### config.mk
export PLATFORM = sky130hd
export DESIGN_NAME = ram_writer
export DESIGN_NICKNAME = d
export VERILOG_FILES = /design/src/rtl/fb_pkg.sv /design/src/rtl/ram_writer_byte_packer.sv /design/src/rtl/ram_writer.sv
export SDC_FILE = /design/constraint.sdc
export NUM_CORES = 1
export LEC_CHECK = 0
export CORE_ASPECT_RATIO = 1.2
export CORE_UTILIZATION = 45
export DETAILED_ROUTE_END_ITERATION = 8
export GPL_TIMING_DRIVEN = 0
export PLACE_DENSITY = 0.73
export RECOVER_POWER = 100
export SLEW_MARGIN = 20
export SYNTH_ARGS = -nofsm -noshare
export SYNTH_HDL_FRONTEND = slang
export SYNTH_SLANG_ARGS = --single-unit
### constraint.sdc
create_clock -name clk -period 3.5 [get_ports clk]
set_input_delay 0.7 -clock clk [delete_from_list [all_inputs] [get_ports clk]]
set_output_delay 0.7 -clock clk [all_outputs]
set_load 0.02 [all_outputs]
### src/rtl/fb_pkg.sv
// Shared frame-buffer definitions used by both the UART-side writer and the VGA-side reader.
package fb_pkg;

  localparam int RAM_WIDTH      = 32;
  localparam int RAM_DEPTH      = (480 * 360 * 24) / RAM_WIDTH;
  localparam int ADDR_BITS      = $clog2(RAM_DEPTH);
  localparam int BYTES_PER_WORD = RAM_WIDTH / 8;
  localparam int TIMEOUT_CYCLES = 1_000_000;

  typedef enum logic [1:0] {
    IDLE,
    ASSEMBLE,
    WRITE,
    FULL
  } wr_state_e;

endpackage

### src/rtl/ram_writer_byte_packer.sv
// Packs incoming bytes MSB-first into RAM_WIDTH-bit words; word_valid flags the byte that completes a word.
module byte_packer
  import fb_pkg::*;
#(
  parameter int RAM_WIDTH = fb_pkg::RAM_WIDTH
) (
  input  logic                 clk,
  input  logic                 rst,
  input  logic                 clear,
  input  logic                 load,
  input  logic [7:0]           byte_in,
  output logic [RAM_WIDTH-1:0] word_next,
  output logic                 word_valid
);

  localparam int BPW = RAM_WIDTH / 8;
  localparam int CW  = (BPW > 1) ? $clog2(BPW) : 1;

  logic [RAM_WIDTH-1:0] shift_q, shift_d;
  logic [CW-1:0]        count_q, count_d;
  logic [RAM_WIDTH+7:0] shifted;

  // word_next is the word as it looks with the incoming byte appended, so a completing byte can go straight to data_out
  always_comb begin
    shifted    = {shift_q, byte_in};
    word_next  = shifted[RAM_WIDTH-1:0];
    word_valid = load && !clear && (count_q == CW'(BPW - 1));
    shift_d    = shift_q;
    count_d    = count_q;
    if (clear) begin
      shift_d = '0;
      count_d = '0;
    end else if (load) begin
      shift_d = word_valid ? '0 : word_next;
      count_d = word_valid ? '0 : count_q + CW'(1);
    end
  end

  always_ff @(posedge clk or posedge rst) begin
    if (rst) begin
      shift_q <= '0;
      count_q <= '0;
    end else begin
      shift_q <= shift_d;
      count_q <= count_d;
    end
  end

endmodule

### src/rtl/ram_writer.sv
// Write side of the serial-to-VGA frame buffer: turns UART bytes into sequential single-cycle RAM word writes.
module ram_writer
  import fb_pkg::*;
#(
  parameter int RAM_WIDTH      = fb_pkg::RAM_WIDTH,
  parameter int RAM_DEPTH      = fb_pkg::RAM_DEPTH,
  parameter int TIMEOUT_CYCLES = fb_pkg::TIMEOUT_CYCLES
) (
  input  logic                         clk,
  input  logic                         rst,
  input  logic [7:0]                   rx_data,
  input  logic                         rx_ready,
  input  logic                         frame_restart,
  output logic                         we,
  output logic [$clog2(RAM_DEPTH)-1:0] addr,
  output logic [RAM_WIDTH-1:0]         data_out,
  output logic                         frame_done,
  output logic                         busy
);

  localparam int AW = $clog2(RAM_DEPTH);
  localparam int TW = $clog2(TIMEOUT_CYCLES);

  wr_state_e            state_q, state_d;
  logic [AW-1:0]        addr_q, addr_d;
  logic [TW-1:0]        timeout_q, timeout_d;
  logic [RAM_WIDTH-1:0] data_q, data_d;
  logic                 we_q, we_d;
  logic                 done_q, done_d;
  logic                 busy_q, busy_d;

  logic                 accept;
  logic                 discard;
  logic                 last_addr;
  logic                 word_valid;
  logic [RAM_WIDTH-1:0] word_next;

  byte_packer #(
    .RAM_WIDTH(RAM_WIDTH)
  ) u_packer (
    .clk       (clk),
    .rst       (rst),
    .clear     (frame_restart || discard),
    .load      (accept),
    .byte_in   (rx_data),
    .word_next (word_next),
    .word_valid(word_valid)
  );

  // Bytes are refused in FULL and during the frame's final write, and a restart always wins over a byte
  always_comb begin
    state_d   = state_q;
    addr_d    = addr_q;
    timeout_d = timeout_q;
    data_d    = data_q;
    done_d    = 1'b0;
    discard   = 1'b0;
    last_addr = (addr_q == AW'(RAM_DEPTH - 1));
    accept    = rx_ready && !frame_restart && (state_q != FULL) && !((state_q == WRITE) && last_addr);

    case (state_q)
      IDLE: begin
        if (accept) state_d = word_valid ? WRITE : ASSEMBLE;
      end
      ASSEMBLE: begin
        if (accept) begin
          timeout_d = '0;
          if (word_valid) state_d = WRITE;
        end else if (timeout_q == TW'(TIMEOUT_CYCLES - 1)) begin
          discard   = 1'b1;
          timeout_d = '0;
          state_d   = IDLE;
        end else begin
          timeout_d = timeout_q + TW'(1);
        end
      end
      WRITE: begin
        if (last_addr) begin
          state_d = FULL;
          done_d  = 1'b1;
        end else begin
          addr_d  = addr_q + AW'(1);
          state_d = accept ? (word_valid ? WRITE : ASSEMBLE) : IDLE;
        end
      end
      FULL: begin
        state_d = FULL;
      end
      default: state_d = IDLE;
    endcase

    if (word_valid) data_d = word_next;

    if (frame_restart) begin
      state_d   = IDLE;
      addr_d    = '0;
      timeout_d = '0;
      done_d    = 1'b0;
    end

    we_d   = (state_d == WRITE);
    busy_d = (state_d == ASSEMBLE) || (state_d == WRITE);
  end

  always_ff @(posedge clk or posedge rst) begin
    if (rst) begin
      state_q   <= IDLE;
      addr_q    <= '0;
      timeout_q <= '0;
      data_q    <= '0;
      we_q      <= 1'b0;
      done_q    <= 1'b0;
      busy_q    <= 1'b0;
    end else begin
      state_q   <= state_d;
      addr_q    <= addr_d;
      timeout_q <= timeout_d;
      data_q    <= data_d;
      we_q      <= we_d;
      done_q    <= done_d;
      busy_q    <= busy_d;
    end
  end

  assign we         = we_q;
  assign addr       = addr_q;
  assign data_out   = data_q;
  assign frame_done = done_q;
  assign busy       = busy_q;

endmodule

==> run_results.csv <==
group,metric,value,unit
sta,final.setup.worst_slack,0.6343,ns
sta,setup_viol,0,
synthesis,synthesis.nets,468,
flow_run,cap_violations,1,
cells_and_area,drive_gt1_share,14.31,%
pwr,p_clk_share,40.5,%
drt,drt_pass1_iterations,4,
setup_path,end_kind,"flip-flop",
sta,finalHoldViolCount,0,
sta,slew_headroom,-14.80,%
floorplan,coreArea,10520,um^2
clock_network,numCtsBuffers,9,
drt,vias,3747,
pwr,internal_power,1978,uW
floorplan,initial_utilization,46.06,%
setup_path,critPathKind,"in -> reg",
pwr,p_switching,642.7,uW
synthesis,ys_ff_latch,100,
clock_network,holdBufCountCts,0,
cells_and_area,multi_input_area,2004,um^2
pwr,p_seq_share,47.8,%
synthesis,yosys.area.top_type,"dfrtp_1",
drt,drc,0,
pwr,irDropWorstVdd,0.0002594,V
synthesis,ys_types,55,
clock_network,cts_setup_buffers,0,
setup_path,cp.buffers_inverters,2,
cells_and_area,register_area,2502,um^2
clock_network,cts_tree,"yes",
sta,slew_violations,38,
sta,fin_crit,2.866,ns
drt,antenna_left,0,
hold_path,min_path_type,"reg -> reg",
placement,place_hpwl,7383,um
synthesis,synth_edf_count,0,
clock_network,insertion_delay,0.34,ns
synthesis,yosys_most_used_dff,"dfrtp_1",
global_routing,overflow,0,
setup_path,slowest_stage,"dlygate4sd3_1",
setup_path,crit_family,"buffers and inverters",
pwr,share_comb_of_total_power,11.7,%
synthesis,synth_cells,452,
global_routing,groute.usage.overall,19.83,%
clock_network,root_buffer,"clkbuf_16",
synthesis,synthesis.area,4843,um^2
global_routing,antenna_found_initial,0,
cells_and_area,area_growth,22.45,%
synthesis,ys_warn_count,0,
setup_path,worst-path-max-fanout,10,
synthesis,async_flop_share,100.0,%
global_routing,grt_pass1_vias,3651,
cells_and_area,nets,543,
floorplan,io_pins,64,
setup_path,cp-start-kind,"primary input",
pwr,p_total,2621,uW
synthesis,synth_top_area_share,51.67,%
clock_network,cts_resized,0,
setup_path,cpMostUsedCell,"a21oi_1",
global_routing,grt_pass1_wl,17970,um
floorplan,rows,41,
placement,dp_slack,0.5275,ns
cells_and_area,antenna_cells,0,
sta,finalCritPeriodShare,81.88,%
floorplan,die_height,115.6,um
placement,gp_congestion,0.8114,
floorplan,dieArea,11180,um^2
clock_network,clk_pin_slew,0.07,ns
status,violations,"max-capacitance violations, max-slew violations",
synthesis,avgSynthCellArea,10.72,um^2
placement,placed_cells,645,
synthesis,synthTopCellsByArea,"dfrtp_1 52%, mux2_2 8.6%, o32ai_1 4.2%",
drt,drt_wl_total,10560,um
cells_and_area,fill_cells,885,
setup_path,critical_path_required,3.72,ns
drt,drtIter0Drc,255,
setup_path,crit_chain,"dlygate4sd3_1 > nand2b_1 > a21oi_1 > nand2_1 > a21oi_1 > buf_4 > mux2_2",
sta,rsz0062_at_grt,"false",
floorplan,die_w,96.71,um
pwr,cellPowerDensity,441.9,nW/um^2
sta,tightest_slew,1.713,ns
drt,vias_per_cell,5.677,
cells_and_area,instances_no_fill,660,
global_routing,grt_max_degree,64,
status,status,"finished with violations",
placement,port_buffers,63,
setup_path,critPathArrivalTime,3.09,ns
clock_network,clockBufferDepth,2,
pwr,power_leakage,0.002674,uW
sta,max_freq,349.0,MHz
pwr,switching_share,24.53,%
clock_network,clock_sinks,100,
clock_network,h-tree-depth,3,
drt,wire_per_inst,16.00,um
sta,skew,0.009961,ns
setup_path,slowest_delay,0.72,ns
cells_and_area,postLayoutCoreUtil,56.39,%
synthesis,yosysSeqAreaShare,51.67,%
## layout by cell type (no fill, tap or decap), types with 3 or more instances in the layout
master / instances
or3_1: 5
nor2_1: 25
nand2b_1: 8
inv_1: 31
nor2b_1: 6
nand3_1: 12
nor3_1: 6
clkbuf_16: 9
clkbuf_1: 15
nand4_1: 9
buf_4: 5
o32ai_1: 24
a31oi_1: 5
clkdlybuf4s50_1: 8
ha_1: 4
dlygate4sd3_1: 55
and2_1: 3
and3_1: 4
mux2_2: 37
a21oi_1: 21
a211oi_1: 4
and4_1: 5
nand2_1: 45
xnor2_1: 9
nor4_1: 6
dfrtp_1: 100
o21ai_0: 17
a22o_2: 3
buf_2: 4
a22oi_1: 3
xor2_1: 3
nand3b_1: 3
## area by class of cell
class / count / share of cell area [%]
clock buffers: 10 / 3.861
well taps: 129 / 2.722
plain buffers: 27 / 2.848
flip-flops and latches: 100 / 42.19
inverters: 32 / 2.046
clock inverters: 5 / 1.435
repair buffers: 64 / 11.10
multi-input cells: 293 / 33.80
## per-stage QoR
step	instance area, um^2	TNS, ns	hold slack (ns)
4_1_cts	5982	0	0.5073
6_report	5931	0	0.4995
3_5_place_dp	5668	0	0.4913
5_1_grt	5931	0	0.5190
3_3_place_gp	5635	-123.89	0.4870
2_1_floorplan	4843	0	0.4772
## flip-flops by register name (all words and copies together) (netlist names), 2 cells and up
signal            count
data_out             32
u_packer.count_q      2
u_packer.shift_q     24
state_q               2
addr                 17
timeout_q            20
## Yosys cell counts (9+ instances only)
library cell  instances
dfrtp_1             100
o21ai_0              17
o32ai_1              23
nor2_1               25
nand3_1              12
xnor2_1               9
clkbuf_1             12
mux2_2               37
nand4_1               9
inv_1                32
nand2_1              45
a21oi_1              20
## layer usage
layer  part of all wire (%)  vias up  routed length (um)  track usage, %
li1                       -     1777                   -               -
met1                     44     1865                4620           25.41
met2                     51       88                5417           34.41
met3                    2.9       17                 306           2.473
met4                    2.1        0                 217           8.159
met5                      0        -                   0               0
## path summary, 6_finish.rpt
kind	start	to	slack, ns	depth (start not counted)
hold / removal	data_out[29]$_DFFE_PP0P_	data_out[29]$_DFFE_PP0P_	0.50	1
setup reg to reg	timeout_q[11]$_DFFE_PP0P_	timeout_q[0]$_DFFE_PP0P_	0.70	5
min in group asynchronous	rst	data_out[2]$_DFFE_PP0P_	1.24	2
max in group asynchronous	rst	timeout_q[8]$_DFFE_PP0P_	1.34	3
setup / recovery	rx_ready	data_out[19]$_DFFE_PP0P_	0.63	7
hold reg to reg	data_out[29]$_DFFE_PP0P_	data_out[29]$_DFFE_PP0P_	0.50	1
## kinds of logic after synthesis
logic type | Yosys count | synth area share (%)
AND/OR/NAND/NOR | 149 | 16.74
AO/OA/AOI/OAI | 89 | 13.25
buffers and inverters | 59 | 6.123
adder cells (fa/ha/maj) | 4 | 1.033
XOR/XNOR | 12 | 2.170
flip-flops | 100 | 51.67
multiplexers | 39 | 9.016
## power by group through the flow
stage | logic, uW | registers (uW) | clock network (uW)
finish | 307 | 1250 | 1060
global route | 334 | 1260 | 1110
CTS | 330 | 1250 | 1070
detailed placement | 327 | 1280 | 0
global placement | 315 | 1270 | 0
floorplan | 132 | 1320 | 0
No activity file was read; power rests on OpenSTA's default activity.
==> edit (config.mk and constraints unchanged) <==
Re-encode `wr_state_e` (4 states) as one-hot, 4 bits wide.
--- a/src/rtl/fb_pkg.sv
+++ b/src/rtl/fb_pkg.sv
@@ -9,7 +9,7 @@
 
-  typedef enum logic [1:0] {
-    IDLE,
-    ASSEMBLE,
-    WRITE,
-    FULL
+  typedef enum logic [3:0] {
+    IDLE     = 4'b0001,
+    ASSEMBLE = 4'b0010,
+    WRITE    = 4'b0100,
+    FULL     = 4'b1000
   } wr_state_e;
Function: no difference found for any inputs over 10 cycles, from zero or initial values and one cycle with rst high; not proved beyond that.
==> edit against the unedited design <==
  * Synthesized area decreased by 3.8%
  * Count of clock-buffer cells in the layout up 1
  * Synthesized cell count fell by 8.8%
  * Total power down 7.1%
  * Routed wire length is 7.2% lower
  * Final area is 3.8% lower
  * Critical endpoint unchanged
  * Largest cell class unchanged
  * Setup slack lost 0.036 ns
  * Sequential cell count rose by 2
==> edit: results (changes against the unedited design) <==
| Metric | Value |
|---|---|
| Clk_skew | `0.00743 ns (was 0.00996 ns)` |
| Slowest cell on crit path | `a2111oi_2 (was dlygate4sd3_1)` |
| Pre-Repair DR Iteration Count | `4 (unchanged)` |
| CTS resizes | `0 (unchanged)` |
| Status | `finished clean (was complete, but fails checks)` |
| Final HPWL DP | `6.96 mm (was 7.38 mm)` |
| Placed cell area | `5470 sq um (was 5670 sq um)` |
| Sequential area share after synthesis | `54.8% (was 51.7%)` |
| Clock Tree Root | `clkbuf_16 (unchanged)` |
| Largest register FFs | `32 (unchanged)` |
| Post-CTS Setup Bufs | `0 (unchanged)` |
| Syn nets | `427 (was 468)` |
| Synth warnings | `0 (unchanged)` |
| Switch share | `23.3% (was 24.5%)` |
| Async SR Flop Fraction | `100% (unchanged)` |
| Count of cell types in the netlist | `52 (was 55)` |
| DP Worst Slack | `0.514 ns (was 0.528 ns)` |
| First-pass GRT wire length | `16.6 mm (was 18.0 mm)` |
| CTS clk-pin slew, worst paths | `0.07 ns (about the same)` |
| Routed WL per cell | `15.9 um (was 16.0 um)` |
| Vias in the first global route | `3530 (was 3651)` |
| Fin nets | `501 (was 543)` |
| Max-slew headroom | `28.6% (was -14.8%)` |
| Pin count of the biggest net entering global routing | `81 (was 64)` |
| Synth cell count leaders | `dfrtp_1 (101), nor2_1 (40), mux2_2 (32) (was dfrtp_1 (100), nand2_1 (45), mux2_2 (37))` |
| Worst endpoint data arrival time | `3.13 ns (was 3.09 ns)` |
| H-tree depth | `3 (unchanged)` |
| Antenna Cells | `0 (unchanged)` |
| Initial DRC Count | `272 (was 255)` |
| # port buffers | `62 (was 63)` |
| Main synth FF type | `dfrtp_1 (unchanged)` |
| Peak supply drop | `0.000319 V (was 0.000259 V)` |
| CP max stage delay | `0.78 ns (was 0.72 ns)` |
| TritonCTS Buffers | `9 (unchanged)` |
| Worst path top cell family by delay | `buffers and inverters (unchanged)` |
| Max Root-Sink Buffers | `2 (unchanged)` |
| Placer Congestion | `0.815 (was 0.811)` |
| Top post-synthesis cells by area | `dfrtp_1 (54%), mux2_2 (7.7%), a22o_1 (4.5%), xnor2_1 (3.4%), nor2_1 (3.2%) (was dfrtp_1 (52%), mux2_2 (8.6%), o32ai_1 (4.2%), nand2_1 (3.5%), inv_1 (2.5%))` |
| Pleak | `2.60 nW (was 2.67 nW)` |
| Layout cell share with drive strength beyond 1 | `12.2% (was 14.3%)` |
| Vias/cell | `5.59 (was 5.68)` |
| Initial antenna violation count | `0 (unchanged)` |
| Gr usage total | `19.8% (about the same)` |
| Insertion delay to the later sink of the worst-skew pair | `0.34 ns (about the same)` |
| Largest fanout on the critical path | `10 (unchanged)` |
| Hold/Removal Path Class | `reg -> reg (unchanged)` |
==> edit: cell types whose count changed after synthesis, sizes merged, moves of 6 or more <==
| cell | before | now |
|---|---|---|
| o21ai | 18 | 10 |
| nand2b | 8 | 2 |
| nor3 | 6 | 12 |
| a22o | 3 | 24 |
| o32ai | 24 | 0 |
| inv | 32 | 9 |
| nor2 | 25 | 41 |
| nand2 | 45 | 23 |
| a21oi | 21 | 14 |
| xnor2 | 9 | 18 |
==> edit: worst paths after layout <==
| kind | startpoint | end | slack [ns] | depth (start not counted) |
|---|---|---|---|---|
| worst max-delay path | state_q[3]$_DFF_PP0_ | data_out[19]$_DFFE_PP0P_ | 0.60 | 6 |
| worst min-delay path | data_out[5]$_DFFE_PP0P_ | data_out[5]$_DFFE_PP0P_ | 0.50 | 1 |
| worst max register to register | state_q[3]$_DFF_PP0_ | data_out[19]$_DFFE_PP0P_ | 0.60 | 6 |
| worst min register to register | data_out[5]$_DFFE_PP0P_ | data_out[5]$_DFFE_PP0P_ | 0.50 | 1 |
| max in group asynchronous | rst | addr[4]$_DFFE_PP0P_ | 0.91 | 3 |
| min in group asynchronous | rst | data_out[19]$_DFFE_PP0P_ | 0.98 | 2 |
==> edit: final cells by class <==
cell class | instances | area, sq um
Fill cell | 859 | 4350
Sequential cell | 102 | 2550
Multi-Input combinational cell | 279 | 1930
Timing Repair Buffer | 63 | 628
Clock buffer | 11 | 243
Tap cell | 126 | 158
Buffer | 21 | 91.3
Clock inverter | 5 | 63.8
Inverter | 10 | 38.8
==> edit: power groups by stage <==
stage | sequential (mW) | clock, mW | combinational (mW)
CTS | 1.23 | 1.03 | 0.196
detailed placement | 1.26 | 0 | 0.195
global route | 1.24 | 1.08 | 0.199
global placement | 1.26 | 0 | 0.187
finish | 1.23 | 1.02 | 0.180
floorplan | 1.28 | 0 | 0.0823
==> edit: cells by family (layout without fill, tap and decap cells) <==
family	after synthesis	after routing	synth area share (%)
adder cells (fa/ha/maj)	3	3	0.806
AND/OR/NAND/NOR	148	148	17.6
flip-flops	102	102	54.8
AO/OA/AOI/OAI	69	69	10.9
multiplexers	33	33	7.95
XOR/XNOR	26	26	4.89
buffers and inverters	31	110	3.09
==> edit: metrics by stage <==
stage	hold slack [ns]	power, mW	setup TNS, ns	instances	utilization [%]
after floorplan	0.467	1.36	0	412	-
final	0.501	2.43	0	617	56.7
after detailed placement	0.489	1.45	0	601	54.4
after global routing	0.514	2.52	0	617	56.7
after CTS	0.510	2.47	0	617	57.5
after global placement	0.484	1.44	-129.26	600	54.0
==> edit: per-layer routing <==
layer | track usage (%) | share of wire [%] | vias up
met5 | 0 | 0 | -
met4 | 6.46 | 1.3 | 0
met3 | 5.20 | 5.0 | 15
met2 | 34.0 | 51 | 81
met1 | 24.0 | 42 | 1715
li1 | - | - | 1641
